`config.mk`:
```
export PLATFORM = sky130hd
export DESIGN_NAME = pe_frame_loader
export DESIGN_NICKNAME = d
export VERILOG_FILES = /design/src/rtl/pe_frame_loader.sv
export SDC_FILE = /design/constraint.sdc
export NUM_CORES = 1
export LEC_CHECK = 0
export BUFFER_PORTS_ARGS = -buffer_cell sky130_fd_sc_hd__buf_4
export CORE_ASPECT_RATIO = 2
export CORE_MARGIN = 2
export CORE_UTILIZATION = 42
export DETAILED_ROUTE_END_ITERATION = 8
export GPL_TIMING_DRIVEN = 0
export PLACE_DENSITY = 0.86
export SLEW_MARGIN = 20
export SYNTH_ARGS = -nofsm -noshare
export SYNTH_HDL_FRONTEND = slang
export SYNTH_SLANG_ARGS = --single-unit
```
`constraint.sdc`:
```
create_clock -name Clk -period 1.4 [get_ports Clk]
set_input_delay 0.14 -clock Clk [delete_from_list [all_inputs] [get_ports Clk]]
set_output_delay 0.14 -clock Clk [all_outputs]
set_load 0.1 [all_outputs]
```
`src/rtl/pe_frame_loader.sv`:
```
// pe_frame_loader: packs a serial RGB pixel stream into the pe's packed
// input vectors, then sequences the pe sum phase and the background removal
// phase, latching the saturated colour sums as the expected background.
// Optional watchdog on the pe wait states: define PE_LOADER_WATCHDOG_EN.
`timescale 1ns/1ps

// Clamp one colour sum to an 8-bit expected colour.
module pe_frame_loader_sat #(
  parameter int SW = 32
) (
  input  logic [SW-1:0] sum,
  output logic [7:0]    sat
);
  assign sat = (sum > SW'(255)) ? 8'hFF : sum[7:0];
endmodule

module pe_frame_loader #(
  parameter int NUM_PIXELS = 4,
  parameter int TIMEOUT    = 1024
) (
  input  logic                    Clk,
  input  logic                    Reset,
  input  logic                    pix_valid,
  output logic                    pix_ready,
  input  logic [7:0]              pix_r,
  input  logic [7:0]              pix_g,
  input  logic [7:0]              pix_b,
  input  logic                    pix_last,
  output logic [8*NUM_PIXELS-1:0] red_in,
  output logic [8*NUM_PIXELS-1:0] green_in,
  output logic [8*NUM_PIXELS-1:0] blue_in,
  output logic                    Start_Sum,
  output logic                    Start_BgRemoval,
  output logic                    Ack,
  input  logic                    Qsd,
  input  logic                    Qbgd,
  input  logic [8*NUM_PIXELS-1:0] red_sum,
  input  logic [8*NUM_PIXELS-1:0] green_sum,
  input  logic [8*NUM_PIXELS-1:0] blue_sum,
  output logic [7:0]              red_exp,
  output logic [7:0]              green_exp,
  output logic [7:0]              blue_exp,
  output logic                    frame_done,
  output logic                    err
);
  localparam int VW = 8*NUM_PIXELS;
  localparam int CW = (NUM_PIXELS > 1) ? $clog2(NUM_PIXELS) : 1;

  typedef enum logic [2:0] {FILL, SUM_GO, SUM_WAIT, BG_GO, BG_WAIT, DONE} state_t;

  state_t        state;
  logic [CW-1:0] cnt;
  logic          bg_armed;   // low only in the first BG_WAIT cycle, where Qbgd may be stale
  logic          accept;
  logic          close;

  // Per-channel saturation, channel 0 = red, 1 = green, 2 = blue.
  logic [2:0][VW-1:0] sums;
  logic [2:0][7:0]    sat;
  assign sums = {blue_sum, green_sum, red_sum};

  for (genvar c = 0; c < 3; c++) begin : g_sat
    pe_frame_loader_sat #(.SW(VW)) u_sat (.sum(sums[c]), .sat(sat[c]));
  end

  // pix_ready is only ever high in FILL, so a handshake implies FILL.
  assign accept = pix_valid && pix_ready;
  assign close  = accept && (pix_last || (cnt == CW'(NUM_PIXELS-1)));

`ifdef PE_LOADER_WATCHDOG_EN
  localparam int WW = $clog2(TIMEOUT+1);
  logic [WW-1:0] wd_cnt;
  logic          waiting;
  logic          done_hit;
  logic          timeout;

  assign waiting  = (state == SUM_WAIT) || (state == BG_WAIT);
  assign done_hit = ((state == SUM_WAIT) && Qsd) || ((state == BG_WAIT) && bg_armed && Qbgd);
  assign timeout  = waiting && !done_hit && (wd_cnt == WW'(TIMEOUT-1));

  // Wait-state cycle counter; the GO states in front of each wait clear it.
  always_ff @(posedge Clk) begin
    if (Reset || !waiting) wd_cnt <= '0;
    else                   wd_cnt <= wd_cnt + 1'b1;
  end
`else
  assign err = 1'b0;
`endif

  // Frame sequencer: fill, sum phase, latch background, removal phase, done.
  always_ff @(posedge Clk) begin
    if (Reset) begin
      state           <= FILL;
      pix_ready       <= 1'b1;
      cnt             <= '0;
      bg_armed        <= 1'b0;
      red_in          <= '0;
      green_in        <= '0;
      blue_in         <= '0;
      Start_Sum       <= 1'b0;
      Start_BgRemoval <= 1'b0;
      Ack             <= 1'b0;
      frame_done      <= 1'b0;
      red_exp         <= '0;
      green_exp       <= '0;
      blue_exp        <= '0;
`ifdef PE_LOADER_WATCHDOG_EN
      err             <= 1'b0;
`endif
    end else begin
      Start_Sum       <= 1'b0;
      Start_BgRemoval <= 1'b0;
      frame_done      <= 1'b0;
      case (state)
        FILL: begin
          if (accept) begin
            for (int k = 0; k < NUM_PIXELS; k++) begin
              if (k == int'(cnt)) begin
                red_in[8*k +: 8]   <= pix_r;
                green_in[8*k +: 8] <= pix_g;
                blue_in[8*k +: 8]  <= pix_b;
              end else if (pix_last && (k > int'(cnt))) begin
                // short frame: slots past the last pixel carry no stale data
                red_in[8*k +: 8]   <= '0;
                green_in[8*k +: 8] <= '0;
                blue_in[8*k +: 8]  <= '0;
              end
            end
            if (close) begin
              state     <= SUM_GO;
              pix_ready <= 1'b0;
              Start_Sum <= 1'b1;
              cnt       <= '0;
            end else begin
              cnt <= cnt + 1'b1;
            end
          end
        end
        SUM_GO: begin
          state <= SUM_WAIT;
          Ack   <= 1'b1;
        end
        SUM_WAIT: begin
          if (Qsd) begin
            red_exp         <= sat[0];
            green_exp       <= sat[1];
            blue_exp        <= sat[2];
            Start_BgRemoval <= 1'b1;
            state           <= BG_GO;
          end
        end
        BG_GO: begin
          state    <= BG_WAIT;
          bg_armed <= 1'b0;
        end
        BG_WAIT: begin
          if (!bg_armed) begin
            bg_armed <= 1'b1;
          end else if (Qbgd) begin
            state      <= DONE;
            frame_done <= 1'b1;
            Ack        <= 1'b0;
          end
        end
        DONE: begin
          state     <= FILL;
          pix_ready <= 1'b1;
          cnt       <= '0;
        end
        default: state <= FILL;
      endcase
`ifdef PE_LOADER_WATCHDOG_EN
      // A stuck pe phase ends the frame early; exp outputs are left untouched.
      if (timeout) begin
        state      <= DONE;
        frame_done <= 1'b1;
        Ack        <= 1'b0;
        err        <= 1'b1;
      end
`endif
    end
  end
endmodule

```
**Word level (Yosys, flattened, before mapping)**

Cells that the tools add are included.

- Flip-flop bits (word level): 131
- Bits of input ports: 126
- Output and inout bits: 126
- Word-level logic and storage cells: 109

- Add/subtract/negate cells: 1
- Order comparisons: 6
- Equal/unequal tests: 14
- Mux-type cells: 34
- Bitwise operators: 5
- Reduce and logical (&&, ||, !) cells: 26

Operator list:

| cell | count |
|---|---|
| 2-to-1 mux 8 bit | 15 |
| greater-than comparator 32 x 8 -> 1 bit (second input constant) | 3 |
| AND reduction 3 bit | 6 |
| 2-to-1 mux 3 bit | 5 |
| case mux 3 bit (5 select lines) | 1 |
| nonzero test 2 bit | 6 |
| inequality test 2 bit (second input constant) | 5 |
| 2-to-1 mux 1 bit | 7 |
| == test 3 x 2 -> 1 bit (second input constant) | 2 |
| == test 3 bit (second input constant) | 2 |
| case mux 1 bit (2 select lines) | 3 |
| OR reduction 3 bit | 2 |
| logical AND 1 bit | 5 |
| inverter 1 bit | 5 |
| AND reduction 5 bit | 1 |
| == test 2 bit (first input constant) | 2 |
| greater-than comparator 2 bit (first input constant) | 2 |
| 2-to-1 mux 2 bit | 2 |
| case mux 2 bit (2 select lines) | 1 |
| AND reduction 2 bit | 2 |
| == test 3 x 1 -> 1 bit (second input constant) | 1 |
| zero test 3 bit | 1 |
| adder 2 x 1 -> 2 bit (second input constant) | 1 |
| == test 1 x 2 -> 1 bit (first input constant) | 1 |
| 5 further kinds | 5 |

**Longest topological paths before layout**

- Depth in word-level cells: 6
- Mapped depth: 7
- Depth with buffers taken out: 5

**Modules after synthesis**

A second synthesis with hierarchy kept.

- Cell total of the unflattened synthesis: 663
- Area total of the unflattened synthesis: 5995.8 µm²

By module, submodules not included:

| module | times used | cells each | area an instance (µm²) | seq. area each (µm²) |
|---|---|---|---|---|
| pe_frame_loader | 1 | 612 | 5575.3 | 2622.5 |
| pe_frame_loader_sat | 3 | 17 | 140.1 | 0.0 |

**Least setup slack after synthesis**

No wires, ideal clock.

- Path kind: reg2reg
- Start: reg pix_ready
- End: reg blue_in[20]
- Library setup time: 0.072 ns
- Arrival time: 2.135 ns
- Setup slack: -0.807 ns
- Cell stages (with the launch flop): 6
- Path buffers: 2
- Clock period less this slack: 2.207 ns
- Path through: dfxtp_1 > nand4bb_4 > buf_2 > a211oi_4 > buf_6 > mux2i_1

- Cells in the longest elaborated chain, start to end: 2

RTL lines:

| what | RTL line | source |
|---|---|---|
| start: declaration | 24 | `output logic pix_ready,` |
| start signal: assignment | 94 | `pix_ready <= 1'b1;` |
| start signal: assignment | 131 | `pix_ready <= 1'b0;` |
| start signal: assignment | 167 | `pix_ready <= 1'b1;` |
| logical AND 1 bit | 67 | `assign accept = pix_valid && pix_ready;` |
| AND reduction 3 bit (no source line) | -- |  |
| end signal: indexed assignment | 121 | `blue_in[8*k +: 8] <= pix_b;` |
| end: declaration | 31 | `output logic [8*NUM_PIXELS-1:0] blue_in,` |

No other way between the ends.
A chain may end at the register's enable or synchronous reset.

**Worst setup path in the final report**

- Start: reg state[0]
- End: reg blue_in[5]

- Cells in the longest elaborated chain, start to end: 2

RTL lines:

| what | RTL line | source |
|---|---|---|
| start: declaration | 51 | `state_t state;` |
| start signal: assignment | 93 | `state <= FILL;` |
| start signal: assignment | 130 | `state <= SUM_GO;` |
| start signal: assignment | 140 | `state <= SUM_WAIT;` |
| zero test 3 bit | 114 | `case (state)` |
| AND reduction 3 bit (no source line) | -- |  |

No other way between the ends.

==> impl_summary.md <==
Setup path
In this run the worst path has a maximum fanout of 5. The worst setup path is of the flip-flop to flip-flop kind. Grouping stages by cell kind, the critical path spends the most delay in simple AND/OR/NAND/NOR gates. The data arrival at the endpoint of the critical path is between 2000 and 2500 ps.

The library cell contributing the largest single delay on the critical path is and4bb_2. The worst setup path is launched from a flip-flop. For this run, the slowest stage of the critical path takes 350 ps. The capturing element type of the critical path is a flip-flop. The dominant cell type by count on the critical path is buf_6.

The required time at the endpoint of the critical path is around 1800 ps. The signal on the critical path passes through buf_6 > and4bb_2 > buf_6 > buf_6 > buf_6 > nand4_1 > a21oi_1. The sum of buffers and inverters on the critical path is 4.

Pwr
The completed layout was analyzed and its total power is 14.6 mW. Power spread over the standard cell area amounts to 1470 mW/mm2. For this design the static power due to leakage is 4.24 nW. The worst supply voltage drop on vdd is 1.29 mV.

STA
The final count of negative-setup-slack endpoints is 126. The transition at the pin with the smallest max-transition slack is 1030 ps. Setup slack on the critical path of the routed design comes to -291 ps. The hold violation count in the final report was 1. For this run, the top clock speed supported by timing is 0.591 GHz. Measured against its own limit, the worst slew margin works out to 31.2%. The count of final max-slew check failures is 0.

Between clock sinks in the finished design, the worst skew comes to 15.0 ps. Setup repair after global routing could not meet its margin everywhere. The final-layout setup total negative slack is -18390 ps. The tightest hold path in the finished design has a slack of -0.778 ps. The final critical path takes up 121% of the cycle.

Subtracting the final worst setup slack from the clock period gives roughly 1700 ps.

Logic synthesis
Yosys mapped the design onto 42 distinct sky130hd cell types. Yosys printed 0 warnings. The number of flops mapped to enable cells by yosys is 0. In this run the cell area of the synthesized design comes to 0.00539 mm2. Of the synthesized area, sequential elements account for 48.7%. The number of nets produced by synthesis is 663. The register bit count reported by yosys is ~130. Dividing the synthesized area by the synthesized cell count gives 10.1 um2. The synthesized-area fraction occupied by xor and xnor cells is 0.162%. The synthesized netlist devotes 21.7% of its cell area to compound gates. The multiplexer area fraction after synthesis is 4.64%. In the synthesized netlist the dominant register cell turns out to be dfxtp_1. After synthesis, the largest family of logic cells by area is compound AO/OA/AOI/OAI gates. After Yosys synthesis, full adders, half adders and majority gates account for under 10% of the synthesized area. After synthesis, the share of flip-flops with an asynchronous set or reset is 0%.

After Yosys synthesis, and, or, nand and nor cells account for 18.1% of the synthesized area. The post-synthesis instance total is 532.

Placed design
The placed instances occupy a cell area of 0.00748 mm2. Detailed placement ended at an HPWL of 15800 um. The global placement routability congestion is 0.915. Counting tap cells, the placed design contains a total of between 900 and 1000 instances. The number of port buffers is around 250.

CTS
The H-tree generated during clock tree synthesis spans 4 levels. In this run, CTS created clock tree buffers numbering 17. The tree is rooted in a clkbuf_16.

The total clock sinks is 131. No sink is reached through more buffers than the 2 on the longest clock path. The later pin in the worst-skew pair is clocked with a latency of 430 ps. TritonCTS built the clock tree.

The clock-pin slew on the worst setup and hold paths is 70 ps.

Finish
The library cells used most frequently in the layout, excluding fill and tap cells, are buf_4, dfxtp_1, a22o_1. Excluding fillers, the count of instances in the completed layout stands at 1048. The ratio of cells with drive above 1 in the final layout is 50.9%. The combined area of the multi-input logic cells is 0.00315 mm2. The commonest non-fill, non-tap cell in the layout is buf_4. The finished layout cell area is 0.00993 mm2. The number of inserted filler cells in the final layout is 706. At the end of the flow, the number of nets in the layout was roughly 1000. The sequential cells in the finished layout cover a total of 0.00264 mm2.

The layout overhead on the synthesized area is 84.3%.

Floorplanning
The die outline area is about 0.014 mm2. 252 I/O pins were placed. The initial core utilization is 42.9%. The core region area is 0.0126 mm2. The vertical extent of the die is 164 um. After floorplanning, the core was divided into 58 placement rows. The horizontal extent of the die is ~84 um.

Run
The tool flagged a number of max-cap violations equal to 0.

Detailed routing
The number of design rule violations left after detail routing is 0. The overall via count from detail_route is roughly 6400. The number of antenna-violating nets in the routed design is 0. In the final routed layout, each cell accounts on average for 25.3 um. The number of DRC violations after detailed-routing iteration 0 is 486. The routed wire length is 26600 um. After detailed routing, the number of vias per cell comes to between 6 and 7. The first detailed-routing pass took 7 iterations.

Global route
Entering global routing, the biggest net connects 17 pins. The total overflow reported by the global router is 0. The global routing usage summed across all routing layers is 35.1%. The initial antenna violation count is 1. The number of global-route vias before repair came to ~6700. The first-pass GRT wire length is 36500 um.

Run status
The run finished, with violations left. The final reports fail on negative hold slack, negative setup slack.

Hold path
The path class of the tightest hold or removal check is input port to flip-flop.
==> synthesized netlist by cell type, types with 2 or more instances <==
| library cell | n | area, um2 |
|---|---|---|
| o21bai_1 | 25 | 188 |
| a22o_1 | 48 | 420 |
| buf_6 | 2 | 22.5 |
| nor2b_1 | 2 | 12.5 |
| clkbuf_1 | 24 | 90.1 |
| ha_1 | 5 | 62.6 |
| and4_1 | 3 | 26.3 |
| a21oi_1 | 52 | 260 |
| or4_1 | 6 | 45.0 |
| o21ai_0 | 6 | 30.0 |
| nand2b_1 | 26 | 163 |
| buf_4 | 5 | 37.5 |
| mux2i_1 | 25 | 250 |
| nand4_1 | 26 | 163 |
| buf_1 | 9 | 33.8 |
| nor4b_2 | 2 | 30.0 |
| o31ai_1 | 24 | 180 |
| dfxtp_1 | 131 | 2620 |
| nor3_1 | 2 | 10.0 |
| buf_2 | 20 | 100 |
| nand2_1 | 2 | 7.51 |
| inv_1 | 4 | 15.0 |
| nor4_1 | 36 | 225 |
| nor2_1 | 4 | 15.0 |
| nand3b_1 | 24 | 180 |
| a21o_1 | 3 | 22.5 |
==> metrics by stage <==
stage	utilization [%]	setup WS, ps
final	79.1	-291
after global routing	79.1	-316
after CTS	76.6	-128
after detailed placement	59.6	-443
after global placement	59.6	-388
after floorplan	-	-241
==> registers in the layout, indices dropped and copies added (netlist names) <==
register,count
blue_in,32
green_in,32
red_in,32
blue_exp,8
green_exp,8
red_exp,8
state,3
cnt,2
Ack,1
Start_BgRemoval,1
Start_Sum,1
bg_armed,1
frame_done,1
pix_ready,1
==> tightest hold or removal path, cell delays in order <==
cell and delay, ps:
buf_4 90, nor4_4 40, a21oi_1 110
==> path summary, 6_finish.rpt <==
check | start | to | slack [ps] | depth (start not counted)
max | state[0]$_SDFFE_PP0P_ | blue_in[5]$_SDFFE_PP0P_ | -290 | 7
min | green_sum[2] | green_exp[2]$_SDFFE_PP0P_ | -0.8 | 3
max reg2reg | state[0]$_SDFFE_PP0P_ | blue_in[5]$_SDFFE_PP0P_ | -290 | 7
min reg2reg | green_in[25]$_SDFFE_PP0P_ | green_in[25]$_SDFFE_PP0P_ | 470 | 1
==> cells by family (layout without fill, tap and decap cells) <==
logic type	after synthesis	count (layout)
xor+xnor	1	1
simple gates	142	142
mux	25	25
other cells	1	2
buf+inv	64	429
compound gates	163	163
flops	131	131
fa+ha+maj	5	5
==> cell type report <==
cell class / count / area share (%)
well taps: 150 / 1.89
plain buffers: 59 / 5.27
inverters: 4 / 0.227
multi-input cells: 337 / 31.8
clock inverters: 15 / 1.59
repair buffers: 334 / 28.4
clock buffers: 17 / 4.28
diodes: 1 / 0.0252
flip-flops and latches: 131 / 26.6
==> power by group <==
part           total [mW]  switching (mW)  leakage [nW]  internal, mW
Clock                4.46            1.94         0.282          2.53
Combinational        5.80            3.84          2.89          1.96
Sequential           4.32           0.291          1.06          4.03
Total                14.6            6.07          4.24          8.51
==> routing by layer <==
layer / global-route usage [%] / vias up / share of wire (%)
li1: - / 2741 / -
met1: 30.5 / 3018 / 30
met2: 66.3 / 503 / 53
met3: 8.04 / 163 / 7.7
met4: 28.7 / 0 / 9.4
met5: 0 / - / 0
==> what timing repair did <==
item | 4_1_cts | 5_1_grt
setup endpoints to repair | 124 | 127
setup buffers | 33 | 3
pin swaps | 83 | 23
endpoints found under the hold margin | 51 | 1
gates resized for setup | 182 | 61
gates cloned | 13 | 3
hold buffers | 35 | 1
Note: power is estimated with default switching activity, not from simulation.
